## config.mk

```make
export PLATFORM = sky130hd
export DESIGN_NAME = trimmed_mean_filter
export DESIGN_NICKNAME = d
export VERILOG_FILES = /design/src/rtl/trimmed_mean_filter.sv
export SDC_FILE = /design/constraint.sdc
export NUM_CORES = 1
export LEC_CHECK = 0
export ABC_CLOCK_PERIOD_IN_PS = 14300
export CAP_MARGIN = 20
export CORE_MARGIN = 3
export CORE_UTILIZATION = 33
export CTS_CLUSTER_SIZE = 12
export DETAILED_ROUTE_END_ITERATION = 10
export SYNTH_ARGS = -nofsm -noshare
export SYNTH_HDL_FRONTEND = slang
export SYNTH_SLANG_ARGS = --single-unit
```

## constraint.sdc

```tcl
create_clock -name clock -period 14.3 [get_ports clock]
set_input_delay 3.575 -clock clock [delete_from_list [all_inputs] [get_ports clock]]
set_output_delay 3.575 -clock clock [all_outputs]
set_load 0.1 [all_outputs]
```

## src/rtl/trimmed_mean_filter.sv

```systemverilog
`timescale 1ns/1ps
`default_nettype none
// trimmed_mean_filter: sliding-window trimmed-mean filter (rank, drop TRIM at each end, floor-divide by KEEP).
// Optional median output enabled by defining TMF_MEDIAN_EN.  Rev 1.0
module trimmed_mean_filter #(
  parameter int DATA_WIDTH = 8,
  parameter int WINDOW     = 5,
  parameter int TRIM       = 1
) (
  input  logic                  clock,
  input  logic                  reset,
  input  logic                  flush,
  input  logic [DATA_WIDTH-1:0] sample_in,
  input  logic                  sample_valid,
  output logic                  sample_ready,
  output logic [DATA_WIDTH-1:0] result,
  output logic                  result_valid,
  output logic                  primed
`ifdef TMF_MEDIAN_EN
  ,
  output logic [DATA_WIDTH-1:0] median
`endif
);

  localparam int KEEP   = WINDOW - 2*TRIM;
  localparam int SUM_W  = DATA_WIDTH + $clog2(WINDOW);
  localparam int PW     = $clog2(WINDOW);
  localparam int FW     = $clog2(WINDOW + 1);
  localparam int CW     = $clog2(SUM_W);

  localparam logic [PW-1:0]    LAST_IDX = PW'(WINDOW - 1);
  localparam logic [PW-1:0]    RANK_LO  = PW'(TRIM);
  localparam logic [PW-1:0]    RANK_HI  = PW'(WINDOW - 1 - TRIM);
  localparam logic [FW-1:0]    FULL     = FW'(WINDOW);
  localparam logic [CW-1:0]    DIV_LAST = CW'(SUM_W - 1);
  localparam logic [SUM_W-1:0] DIVISOR  = SUM_W'(KEEP);

  typedef enum logic [1:0] {
    S_IDLE = 2'd0,
    S_RANK = 2'd1,
    S_DIV  = 2'd2,
    S_DONE = 2'd3
  } state_t;

  state_t state, state_next;

  logic [DATA_WIDTH-1:0] win [WINDOW];
  logic [PW-1:0]         wptr;
  logic [FW-1:0]         fill;
  logic [FW-1:0]         fill_inc;
  logic [PW-1:0]         rank_idx;
  logic [CW-1:0]         div_cnt;
  logic [SUM_W-1:0]      acc;
  logic [SUM_W-1:0]      rem;

  logic [DATA_WIDTH-1:0] cur;
  logic [PW-1:0]         rank;
  logic                  in_keep;
  logic [SUM_W-1:0]      rem_sh;
  logic                  q_bit;
  logic [SUM_W-1:0]      rem_nxt;

  assign fill_inc     = (fill == FULL) ? fill : fill + FW'(1);
  assign sample_ready = (state == S_IDLE);
  assign primed       = (fill == FULL);

  // Rank of the current element; equal values order by buffer index so ranks form a permutation.
  always_comb begin
    cur  = win[rank_idx];
    rank = '0;
    for (int j = 0; j < WINDOW; j++) begin
      if ((win[j] < cur) || ((win[j] == cur) && (PW'(j) < rank_idx)))
        rank = rank + PW'(1);
    end
    in_keep = (rank >= RANK_LO) && (rank <= RANK_HI);
  end

  // Restoring divide step; rem MSB acts as the carry-out of the shift.
  always_comb begin
    rem_sh  = {rem[SUM_W-2:0], acc[SUM_W-1]};
    q_bit   = rem[SUM_W-1] | (rem_sh >= DIVISOR);
    rem_nxt = q_bit ? (rem_sh - DIVISOR) : rem_sh;
  end

  always_ff @(posedge clock or posedge reset) begin
    if (reset)
      state <= S_IDLE;
    else
      state <= state_next;
  end

  always_comb begin
    state_next = state;
    if (flush) begin
      state_next = S_IDLE;
    end else begin
      case (state)
        S_IDLE: if (sample_valid && (fill_inc == FULL)) state_next = S_RANK;
        S_RANK: if (rank_idx == LAST_IDX) state_next = S_DIV;
        S_DIV:  if (div_cnt == DIV_LAST) state_next = S_DONE;
        S_DONE: state_next = S_IDLE;
        default: state_next = S_IDLE;
      endcase
    end
  end

  always_ff @(posedge clock or posedge reset) begin
    if (reset) begin
      for (int k = 0; k < WINDOW; k++) win[k] <= '0;
      wptr         <= '0;
      fill         <= '0;
      rank_idx     <= '0;
      div_cnt      <= '0;
      acc          <= '0;
      rem          <= '0;
      result       <= '0;
      result_valid <= 1'b0;
    end else if (flush) begin
      wptr         <= '0;
      fill         <= '0;
      result_valid <= 1'b0;
    end else begin
      result_valid <= 1'b0;
      case (state)
        S_IDLE: begin
          if (sample_valid) begin
            win[wptr] <= sample_in;
            wptr      <= (wptr == LAST_IDX) ? '0 : wptr + PW'(1);
            fill      <= fill_inc;
            acc       <= '0;
            rank_idx  <= '0;
          end
        end
        S_RANK: begin
          if (in_keep) acc <= acc + SUM_W'(cur);
          rank_idx <= rank_idx + PW'(1);
          div_cnt  <= '0;
          rem      <= '0;
        end
        S_DIV: begin
          rem     <= rem_nxt;
          acc     <= {acc[SUM_W-2:0], q_bit};
          div_cnt <= div_cnt + CW'(1);
        end
        S_DONE: begin
          result       <= acc[DATA_WIDTH-1:0];
          result_valid <= 1'b1;
        end
        default: ;
      endcase
    end
  end

`ifdef TMF_MEDIAN_EN
  localparam logic [PW-1:0] RANK_MID = PW'((WINDOW - 1) / 2);
  logic [DATA_WIDTH-1:0] med_cand;

  always_ff @(posedge clock or posedge reset) begin
    if (reset) begin
      med_cand <= '0;
      median   <= '0;
    end else if (!flush) begin
      if ((state == S_RANK) && (rank == RANK_MID)) med_cand <= cur;
      if (state == S_DONE) median <= med_cand;
    end
  end
`endif

endmodule
`default_nettype wire

```

==> results of run 1 <==
critical path, stage by stage, from the launching register on:
cell and delay [ns]:
dfrtp_1 0.88, mux4_2 0.59, a21boi_1 0.42, ha_1 0.34, o21a_1 0.11, o21a_1 0.17, o21a_1 0.16, o21ai_1 0.11
nand2b_1 0.06, a21oi_1 0.14, nor2b_1 0.07, o32a_1 0.17, ha_1 0.39, xnor2_2 0.28, ha_1 0.30, mux2_2 0.28
ha_1 0.33, nor3_1 0.24, mux2i_1 0.13, a32oi_2 0.29, a21o_1 0.45, mux2_1 0.37
final cells by class:
class / instances / area share
clock buffers: 11 / 0.03727
clock inverters: 5 / 0.01249
inverters: 30 / 0.01748
multi-input cells: 420 / 0.5208
flip-flops and latches: 86 / 0.3305
well taps: 220 / 0.04227
repair buffers: 24 / 0.03919
cell families after synthesis:
group / Yosys count
DFF: 86
and+or+nand+nor: 151
buffers and inverters: 47
xor gates and xnor gates: 19
muxes: 68
adders and majority gates: 67
AOI/OAI and AO/OA: 115
worst max path at each step:
| stage | cells after the start | end | startpoint | slack, ns |
|---|---|---|---|---|
| 5_1_grt | 21 | acc[2] | rank_idx[0] | 7.51 |
| 4_1_cts | 21 | acc[5] | rank_idx[0] | 7.91 |
| 3_5_place_dp | 21 | acc[0] | rank_idx[0] | 7.95 |
| 3_3_place_gp | 21 | acc[6] | rank_idx[0] | 8.15 |
| 2_1_floorplan | 1 | acc[0] | reset | 8.50 |
| 6_report | 21 | acc[2] | rank_idx[0] | 7.89 |
cell usage after synthesis (2+ instances only):
cell type	count	area share
xor2_1	6	0.0092
dfrtp_1	86	0.38
a22o_1	3	0.0046
nor3_1	11	0.0096
nand4_1	9	0.0098
o21ai_0	7	0.0061
o22ai_1	3	0.0033
mux2_2	31	0.061
o21a_1	5	0.0065
o31ai_1	2	0.0026
nand2b_1	8	0.0087
o21ai_1	23	0.020
clkbuf_1	13	0.0085
o211ai_1	2	0.0026
a21o_1	8	0.010
and2_1	2	0.0022
o32ai_1	2	0.0031
a21boi_1	5	0.0065
nor4bb_1	2	0.0035
nand2_1	42	0.027
mux2_1	25	0.049
a22oi_1	9	0.012
and3_1	4	0.0044
mux2i_1	6	0.010
a211oi_1	2	0.0026
inv_1	28	0.018
buf_6	2	0.0039
nor2b_1	9	0.0098
nand3_1	13	0.011
a21oi_1	26	0.023
nor4_1	4	0.0044
ha_1	66	0.14
nor2_1	32	0.021
xnor2_1	12	0.018
mux4_2	6	0.024
inv_2	2	0.0013
or2_1	2	0.0022
state kept, by name, summed over array words and instances, names as in the netlist, 2 cells and up:
register and cells:
fill 3, div_cnt 4, state 2, win 40, rank_idx 3, result 8, acc 11, wptr 3
rem 11
routing by layer:
layer / track usage / vias to the layer above / wire length, microns
met3: 0.02721 / 20 / 322
met4: 0.05379 / 0 / 277
met2: 0.2191 / 58 / 6001
li1: - / 2060 / -
met1: 0.1980 / 2098 / 6264
met5: 0 / - / 0
metrics by stage:
step / setup slack (ns) / hold WS [ns] / instances / area [sq um]
6_report: 7.891 / 0.4883 / 796 / 6513
5_1_grt: 7.505 / 0.5019 / 796 / 6513
4_1_cts: 7.913 / 0.4877 / 795 / 6485
3_5_place_dp: 7.946 / 0.4730 / 779 / 6161
3_3_place_gp: 8.153 / 0.4727 / 779 / 6161
2_1_floorplan: 8.503 / 0.4522 / 553 / 5737
==> impl_summary.log, run 1 <==
INFO  metric synthAdderAreaFrac = 0.1474
INFO  metric r2r_start = rank_idx[0]
INFO  metric wirelength_per_cell = 16.16 microns
INFO  metric highest_fanout_seen_on_the_critical_path = 18
INFO  metric clk_pin_slew = approximately 0.07 ns
INFO  metric worstHoldEndpoint = div_cnt[3]
INFO  metric relSlewSlack = 0.3324
INFO  metric clockBufferDepth = 2
INFO  metric clock_tree_from_tritoncts = done
INFO  metric global_route.overflow_total = 0
INFO  metric dieArea = about 19,000 sq um
INFO  metric post_cts_hold_buffer_count = 0
INFO  metric critPathLaunchType = flop
INFO  metric cts_inserted_buffers = 9
INFO  metric synth_async_sr_flop_share = 1.000
INFO  metric dieWidth = approximately 140 microns
INFO  metric yosys_register_bits = 86
INFO  metric ys_warn_count = 0
INFO  metric timing_hold_violations_final = 0
INFO  metric min-delay-path-class = reg2reg
INFO  metric layout.cells.most_common = dfrtp_1
INFO  metric filler_cells_inserted = roughly 1,700
INFO  metric clock_skew = between 0.007 and 0.008 ns
INFO  metric grt_antenna_before_repair = 0
INFO  metric dr.pass1.iters = 4
INFO  metric regArea = around 2200 sq um
INFO  metric finish.utilization = 0.3872
INFO  metric synth.avg_cell_area = 10.37 sq um
INFO  metric max_clock_freq = roughly 0.16 GHz
INFO  metric grt_setup_unrepaired = no
INFO  metric detail_route.vias_per_cell = 5.322
INFO  metric h-tree-depth = 3
INFO  metric hold-path-cell-count = 1
INFO  metric vias = 4,236
INFO  metric worstSkewPairLatency = 0.35 ns
INFO  metric detail_route.drc_violations = 0
INFO  metric syn-cell-area = 5737 sq um
INFO  metric post_route_cells_drive_above_1_share = 0.1163
INFO  metric synth_nets = about 630
INFO  metric chipHeight = approximately 140 microns
INFO  metric fin_tns_setup = 0 ns
INFO  metric start_util = 0.3411
INFO  metric timing_worst_setup_path_type = reg2reg
INFO  metric drtAntennaViolNets = 0
INFO  metric synthesis.instances = around 550
INFO  metric synth-seq-area-share = 0.3751
INFO  metric insertedDiodeCount = 0
INFO  metric worst_pin_slew = approximately 1 ns
INFO  metric hpwl = 9544 microns
INFO  metric layout_common_cells = dfrtp_1, ha_1, nand2_1
INFO  metric multi_input_comb_area = 3392 sq um
INFO  metric worstSetupEndpointType = flop
INFO  metric max_cap_viols = 0
INFO  metric yosys.area_share.xor_xnor = 0.03032
INFO  metric synthSimpleGateAreaFrac = 0.1350
INFO  metric synth.area.mux_share = 0.1439
INFO  metric timing.critical_path.required = around 15 ns
INFO  metric ctsRootBufferMaster = clkbuf_16
INFO  metric setup_viol = 0
INFO  metric nets = 650
INFO  metric place_congestion = just under 0.9
INFO  metric number_of_cells_on_the_worst_reg_to_reg_path = 21
INFO  metric worst_r2r_endpoint = acc[2]
INFO  metric setup.reg_to_reg.worst_slack = 7.89 ns
INFO  metric post_cts.resized_instances = 0
INFO  metric largest_family_of_logic_cells_by_synthesized_area = adder cells
INFO  metric core_area = roughly 17,000 sq um
INFO  metric final.min_clock_period = 6.409 ns
INFO  metric syn_to_final_growth = 13.52%
INFO  metric dr.first_iter.drc_count = around 240
INFO  metric run_status = finished, final reports clean
INFO  metric synth-edff-count = 0
INFO  metric core.rowCount = 47
INFO  metric hold_start = div_cnt[3]
INFO  metric grt.total_usage = 0.1421
INFO  metric grt_first_pass_wirelength = roughly 21,000 microns
INFO  metric grt_max_degree = 87
INFO  metric synth_area_in_compound_gates = 0.1346
INFO  metric number_of_top_level_pins = 23
INFO  metric via_count_of_the_first_global_routing_pass = between 4,000 and 5,000
INFO  metric final_max_slew_viol_count = 0
INFO  metric synth-main-ff-cell = dfrtp_1
INFO  metric port_buffers = 22
INFO  metric postRouteWirelength = about 13,000 microns
INFO  metric netlist_cell_types = between 70 and 80
INFO  metric cts.repair_timing.setup_buffer_count = 0
INFO  metric ratio_of_final_minimum_period_to_clock_period = 0.4482
INFO  metric cts_num_sinks = 86
INFO  metric timing.critical_path.arrival = around 6.6 ns
Power of run 1 is not shown: default switching activity piles up to over one toggle a cycle in this logic, so the estimate is an artifact.
==> inputs of run 2 (changes only) <==
--- a/config.mk
+++ b/config.mk
@@ -5,7 +5,7 @@
 export SDC_FILE = /design/constraint.sdc
 export NUM_CORES = 1
 export LEC_CHECK = 0
-export ABC_CLOCK_PERIOD_IN_PS = 14300
+export ABC_CLOCK_PERIOD_IN_PS = 6550
 export CAP_MARGIN = 20
 export CORE_MARGIN = 3
 export CORE_UTILIZATION = 33
==> constraint.sdc (replaced) <==
create_clock -name clock -period 6.55 [get_ports clock]
set_input_delay 1.6375 -clock clock [delete_from_list [all_inputs] [get_ports clock]]
set_output_delay 1.6375 -clock clock [all_outputs]
set_load 0.1 [all_outputs]
==> run 2 against run 1 <==
Via count increased by 3.2%. Highest routed layer unchanged. Sequential share of layout area about the same. Maximum frequency increased by 7.0%. Largest cell class unchanged.
==> impl_summary.log, run 2 (same netlist as run 1, synthesis figures left out) <==
INFO  metric hpwl = 10,290 microns (+7.8%)
INFO  metric h-tree-depth = 3 (unchanged)
INFO  metric placed_cell_area = 6236 sq um (+1.2%)
INFO  metric chipHeight = 137.9 microns (unchanged)
INFO  metric filler_cells_inserted = 1,685 (+0.84%)
INFO  metric port_buffers = 22 (unchanged)
INFO  metric cp_num_buf_inv = 1 (+1)
INFO  metric ctsRootBufferMaster = clkbuf_16
INFO  metric highest_fanout_seen_on_the_critical_path = 12 (-6)
INFO  metric nets = 659 (+1.4%)
INFO  metric number_of_cells_on_the_worst_reg_to_reg_path = 22 (+4.8%)
INFO  metric syn_to_final_growth = 13.37%
INFO  metric hold-path-cell-count = 1 (unchanged)
INFO  metric relSlewSlack = 0.2997 (-0.03272)
INFO  metric setup_viol = 0 (unchanged)
INFO  metric vias = 4,371 (+3.2%)
INFO  metric layout_common_cells = dfrtp_1, ha_1, nand2_1
INFO  metric regArea = 2152 sq um (unchanged)
INFO  metric timing.critical_path.required = 6.78 ns (-7.75 ns)
INFO  metric grt_first_pass_wirelength = 22,000 microns (+3.8%)
INFO  metric detail_route.vias_per_cell = 5.430 (+2.0%)
INFO  metric via_count_of_the_first_global_routing_pass = 4,319 (+4.9%)
INFO  metric clock_tree_from_tritoncts = done
INFO  metric max_clock_freq = 0.1670 GHz (+7.0%)
INFO  metric preCtsSetupSlack = 0.6091 ns (-7.337 ns)
INFO  metric ratio_of_final_minimum_period_to_clock_period = 0.9142 (+0.4661)
INFO  metric detail_route.drc_violations = 0 (unchanged)
INFO  metric worstSetupEndpointType = flop
INFO  metric grt_max_degree = 45 (-48%)
INFO  metric timing_worst_setup_path_type = reg2reg
INFO  metric critPathTopFamily = compound AO/OA/AOI/OAI gates
INFO  metric layout.cells.most_common = dfrtp_1
INFO  metric final.min_clock_period = 5.988 ns (-0.4205 ns)
INFO  metric postRouteWirelength = 13,430 microns (+4.4%)
INFO  metric final_critical_path_setup_slack = 0.5617 ns (-7.330 ns)
INFO  metric critical_path.cell_chain = mux4_2 -> a21boi_1 -> buf_4 -> ha_1 -> o21a_1 -> o21a_1 -> o21a_1 -> o21ai_1 -> nand2b_1 -> a21oi_1 -> nor2b_1 -> o32a_1 -> ha_1 -> xnor2_2 -> ha_1 -> mux2_2 -> ha_1 -> nor3_1 -> mux2i_1 -> a32oi_2 -> a21o_1 -> mux2_1
INFO  metric timing.critical_path.arrival = 6.21 ns (-0.43 ns)
INFO  metric number_of_top_level_pins = 23 (unchanged)
INFO  metric max_cap_viols = 0 (unchanged)
INFO  metric dr.first_iter.drc_count = 322 (+35%)
INFO  metric wirelength_per_cell = 16.68 microns (+3.2%)
INFO  metric worstSkewPairLatency = 0.35 ns (about the same)
INFO  metric global_route.overflow_total = 0 (unchanged)
INFO  metric min-delay-path-class = reg2reg
INFO  metric post_cts_hold_buffer_count = 0 (unchanged)
INFO  metric dieArea = 19,000 sq um (unchanged)
INFO  metric core.rowCount = 47 (unchanged)
INFO  metric final_max_slew_viol_count = 0 (unchanged)
INFO  metric cpPeakStageDelay = 0.71 ns (-0.17 ns)
INFO  metric crit_top_cell = ha_1
INFO  metric multi_input_comb_area = 3392 sq um (unchanged)
INFO  metric run_status = finished, final reports clean
INFO  metric largest_register_ff_count = 40 (unchanged)
INFO  metric clk_pin_slew = 0.06 ns (about the same)
INFO  metric dieWidth = 137.9 microns (unchanged)
INFO  metric clock_skew = 0.007104 ns (-0.0006255 ns)
INFO  metric post_cts.resized_instances = 0 (unchanged)
INFO  metric place_congestion = 0.8265 (-7.3%)
INFO  metric worst_pin_slew = 1.048 ns (+0.04898 ns)
INFO  metric start_util = 0.3411 (unchanged)
INFO  metric grt_antenna_before_repair = 0 (unchanged)
INFO  metric cts_num_sinks = 86 (unchanged)
INFO  metric insertedDiodeCount = 0 (unchanged)
INFO  metric post_route_cells_drive_above_1_share = 0.1299 (+0.01360)
INFO  metric layout_top_registers = win (40), acc (11), rem (11)
INFO  metric final_area = 6504 sq um (-0.13%)
INFO  metric critPathLaunchType = flop
INFO  metric path_depth = 22 (+4.8%)
INFO  metric clockBufferDepth = 2 (unchanged)
INFO  metric timing_hold_violations_final = 0 (unchanged)
INFO  metric cts_inserted_buffers = 9 (unchanged)
INFO  metric grt_setup_unrepaired = no
INFO  metric largest-register = win
INFO  metric core_area = 16,820 sq um (unchanged)
INFO  metric worst_path_max_delay_cell = dfrtp_1
INFO  metric grt.total_usage = 0.1477 (+0.005674)
INFO  metric drtAntennaViolNets = 0 (unchanged)
INFO  metric dr.pass1.iters = 4 (unchanged)
INFO  metric fin_tns_setup = 0 ns (unchanged)
INFO  metric cts.repair_timing.setup_buffer_count = 0 (unchanged)
## run 2: cell count changes in the layout (fill, tap and decap cells not counted)
cell	change
buf_16	-1
inv_6	-1
clkinvlp_4	+1
clkinv_2	+2
bufinv_16	-2
clkinv_4	+1
clkbuf_8	-1
buf_4	+10
## run 2: layout make-up
cell class,count,area share
timing repair buffer,33,0.04656
tap,220,0.04232
clock buffer,10,0.03521
inverter,30,0.01751
multi-input combinational,420,0.5215
clock inverter,6,0.005964
sequential,86,0.3309
## run 2: final timing paths
check / end / slack (ns) / from
max in group asynchronous: win[7] / 3.76 / reset
max reg2reg: acc[3] / 0.56 / rank_idx[0]
min in group asynchronous: fill[0] / 1.72 / reset
max: acc[3] / 0.56 / rank_idx[0]
min: result[6] / 0.49 / result[6]
min reg2reg: result[6] / 0.49 / result[6]
## run 2: routing by layer
layer,vias up,global-route usage,wire (microns)
met5,-,0,0
met4,0,0.04116,246
met3,21,0.03520,476
met2,78,0.2462,6544
met1,2202,0.1923,6158
li1,2070,-,-
## run 2: through the flow
step             util  hold WS, ns  cells
5_1_grt        0.3867       0.5177    805
2_1_floorplan       -       0.4522    553
4_1_cts        0.3867       0.4936    805
3_5_place_dp   0.3708       0.4801    789
3_3_place_gp   0.3708       0.4730    789
6_report       0.3867       0.4868    805
Power of run 2 is left out for the same reason.
==> variant 1: new RTL, config.mk and constraints of run 2 <==
The parameter `WINDOW` goes from 5 to 6.
--- a/src/rtl/trimmed_mean_filter.sv
+++ b/src/rtl/trimmed_mean_filter.sv
@@ -4,7 +4,7 @@
 // Optional median output enabled by defining TMF_MEDIAN_EN.  Rev 1.0
 module trimmed_mean_filter #(
   parameter int DATA_WIDTH = 8,
-  parameter int WINDOW     = 5,
+  parameter int WINDOW     = 6,
   parameter int TRIM       = 1
 ) (
   input  logic                  clock,
Check against the original RTL: not equivalent (Yosys sat finds a counterexample within 10 cycles, from zero or initial values and one cycle with reset high).
==> variant 1 against run 2 <==
Wire length grew 8.1%. Synthesized area rose by 12%. Critical path type unchanged. Design area rose by 13%. Sequential cell count rose by 8. Worst setup slack lost 0.25 ns. Highest routed layer unchanged.
==> variant 1: results <==
[synth]
synth-async-reset-ratio = 1.00
synth_xor_area_frac = 0.0230
yosysUniqueCellTypes = 66
ys_top_cells_by_count = "dfrtp_1 (94), ha_1 (73), mux2_2 (56)"
syn-num-nets = 706
synthTopCellsByArea = "dfrtp_1 (37%), ha_1 (14%), mux2_2 (9.8%)"
synth_compound_area_frac = 0.155
synth.avg_cell_area_sq_um = 10.4
synth_fa_ha_area_frac = 0.145
synthMuxAreaShare = 0.146
synth.yosys.seq_area_share = 0.367
yosysWarnings = 0

[critical_path]
worstPathMaxFanout = 10
critPathArrivalTime_ns = 6.51
cp_slowest_stage_delay_ns = 0.65
reg2reg_slack_ns = 0.31

[cts]
clk_path_buf_depth = 2

[placed_design]
dp_cells = 898
hpwl_um = 11000
globalplace.congestion = 0.860
pre_cts_ws_ns = 0.232
portBuffers = 22

[global_routing]
grt_pass1_vias = 4633
grt_pass1_wl_um = 24500
grt_usage = 0.143
grt_max_degree = 57

[cells_and_area]
fill_cells = 1880
reg.largest.list = "win: 48 flops, acc: 11 flops, rem: 11 flops"
final_layout_size_suffix_gt1_frac = 0.189
nets = 736

[route]
finalWirelength_um = 14500
vias = 4716
firstDrtPassIters = 4
wl_per_cell_um = 15.9
drtIter0Drc = 190

[timing]
slew_headroom = 0.351
setup_violations = 0
fmax_ghz = 0.160
finClkSkew_ns = 0.00803

[outcome]
status = "finished, final reports clean"

[power_and_ir_drop]
switching_share = 0.430
cellLeakagePower_nw = 3.30
variant 1: changes by cell type after synthesis, sizes merged, moves of 4 or more:
cell	delta
a21oi	+11
dfrtp	+8
ha	+7
mux2i	+6
nand3b	+4
nor3	+5
nor4	-4
o21ai	+16
o31ai	+9
variant 1: path summary, 6_finish.rpt:
path / start / cells after the start / endpoint
max in group asynchronous: reset / 3 / rank_idx[0]
worst min-delay path: rem[10] / 2 / rem[10]
min in group asynchronous: reset / 2 / div_cnt[2]
worst min register to register: rem[10] / 2 / rem[10]
worst max register to register: rank_idx[2] / 27 / acc[2]
worst max-delay path: rank_idx[2] / 27 / acc[2]
variant 1: through the flow:
| stage | cell area (sq um) | util | total power, W | hold slack, ns |
|---|---|---|---|---|
| final | 7350 | 0.389 | 0.00391 | 0.496 |
| after global routing | 7350 | 0.389 | 0.00427 | 0.532 |
| after CTS | 7310 | 0.387 | 0.00383 | 0.498 |
| after detailed placement | 6970 | 0.369 | 0.00319 | 0.481 |
| after global placement | 6970 | 0.369 | 0.00316 | 0.474 |
| after floorplan | 6420 | - | 0.00269 | 0.451 |
variant 1: area by class of cell:
class,count,area (sq um),share of cell area
multi-input cells,476,3870,0.527
clock inverters,7,121,0.0165
clock buffers,9,225,0.0306
inverters,33,130,0.0177
flip-flops and latches,94,2350,0.320
well taps,260,325,0.0442
repair buffers,36,325,0.0442
variant 1: logic make-up (layout without fill, tap and decap cells):
family	after synthesis	in the layout
flops	94	94
xor+xnor	16	16
simple gates	163	163
mux	76	76
compound gates	147	147
fa+ha+maj	74	74
buf+inv	50	85
variant 1: power groups by stage:
| stage | Sequential (W) | Combinational, W | Clock [W] |
|---|---|---|---|
| 2_1_floorplan | 0.000763 | 0.00193 | 0 |
| 3_3_place_gp | 0.000809 | 0.00235 | 0 |
| 3_5_place_dp | 0.000812 | 0.00238 | 0 |
| 4_1_cts | 0.000800 | 0.00239 | 0.000636 |
| 5_1_grt | 0.000817 | 0.00279 | 0.000658 |
| 6_report | 0.000801 | 0.00250 | 0.000615 |
variant 1: metal layers:
metal / share of wire / routed length (um) / global-route usage / vias to the layer above
li1: - / - / - / 2356
met5: 0 / 0 / 0 / -
met1: 0.51 / 7380 / 0.198 / 2282
met2: 0.44 / 6440 / 0.220 / 62
met3: 0.032 / 466 / 0.0352 / 16
met4: 0.016 / 225 / 0.0446 / 0
variant 1: worst register-to-register path: cells and delay by family (launching register included):
kind	cells	cell delay (ns)
flip-flops	1	0.65
XOR/XNOR	1	0.21
adder cells (fa/ha/maj)	5	1.49
AND/OR/NAND/NOR	4	0.62
buffers and inverters	5	0.83
AO/OA/AOI/OAI	12	2.38
variant 1: timing repair:
item                                    CTS  global route
hold endpoints to repair                  0             0
endpoints found under the setup margin    0            11
setup buffers                             0             1
gates resized for setup                   0             7
==> variant 2: new RTL, settings of run 2 <==
Without the edit above. Encoding of `state_t`: now Gray code (2 bits for 4 states).
--- a/src/rtl/trimmed_mean_filter.sv
+++ b/src/rtl/trimmed_mean_filter.sv
@@ -36,10 +36,10 @@
   localparam logic [SUM_W-1:0] DIVISOR  = SUM_W'(KEEP);
 
   typedef enum logic [1:0] {
-    S_IDLE = 2'd0,
-    S_RANK = 2'd1,
-    S_DIV  = 2'd2,
-    S_DONE = 2'd3
+    S_IDLE = 2'b00,
+    S_RANK = 2'b01,
+    S_DIV  = 2'b11,
+    S_DONE = 2'b10
   } state_t;
 
   state_t state, state_next;
Formal check against the unedited RTL: same outputs for any inputs over 10 cycles, from zero or initial values and one cycle with reset high; not proved beyond that.
==> variant 2 against run 2 <==
Design area increased by 0.73%. Via count increased by 0.62%. Worst setup slack improved by 0.19 ns. Non-clock buffer count decreased by 1. Utilization increased by 0.28 points. Sequential cell count unchanged. Wire length increased by 3.5%. Synthesized area increased by 0.41%. Final cell count increased by 1.2%.
==> variant 2: results <==
[global_routing]
use_met1 = 0.209
grt_usage = 0.148
met2_usage = 0.232
grt_use_met3 = 0.0235

[min_path]
worstHoldEndpoint = "rem[10]"

[critical_path]
critPathArrivalTime_ns = 6.03
r2r-start = "rank_idx[1]"
cp_slowest_stage_delay_ns = 0.60

[synth]
ys_top_cells_by_count = "dfrtp_1 (86), ha_1 (61), mux2_2 (49), nand2_1 (49), nor2_1 (37)"
yosysUniqueCellTypes = 70
synthTopCellsByArea = "dfrtp_1 (37%), ha_1 (13%), mux2_2 (9.6%)"
synth.yosys.seq_area_share = 0.374
synth_xor_area_frac = 0.0258
syn-num-nets = 640

[placed_design]
hpwl_um = 10300
globalplace.congestion = 0.906
pre_cts_ws_ns = 0.871

[timing]
hold_slack_ns = 0.480
finClkSkew_ns = 0.00732
slew_headroom = 0.352

[route]
drtIter0Drc = 294
dr_wl_met3_um = 637
met2_length_um = 6430
firstDrtPassIters = 5
viasPerCell = 5.40

[outcome]
status = "finished, final reports clean"

[cells_and_area]
fill_cells = 1696
-- variant 2: changes by cell type after synthesis, sizes merged, moves of 4 or more --
cell    change
a22oi       -7
mux2i       +7
nand2       +7
mux2        -6
o21ai       +6
ha          -5
nor2        +5
a21oi       +4
o21bai      +4
-- variant 2: cell type report --
type                       instances  area [sq um]  area share
timing repair buffer              32           295      0.0451
sequential                        86          2150       0.328
multi-input combinational        429          3410       0.521
tap                              220           275      0.0420
clock buffer                      12           246      0.0376
clock inverter                     3          45.0     0.00688
inverter                          33           125      0.0191
-- variant 2: power by group --
group          internal (W)  switching, W  total (W)
clock network      0.000304      0.000207   0.000511
logic              0.000379      0.000460   0.000839
registers          0.000588     0.0000615   0.000649
total               0.00127      0.000728    0.00200
-- variant 2: through the flow --
step	util	cells	cell area [sq um]
floorplan	-	566	5760
global placement	0.372	800	6260
detailed placement	0.372	800	6260
CTS	0.390	815	6550
global route	0.390	815	6550
finish	0.390	815	6550
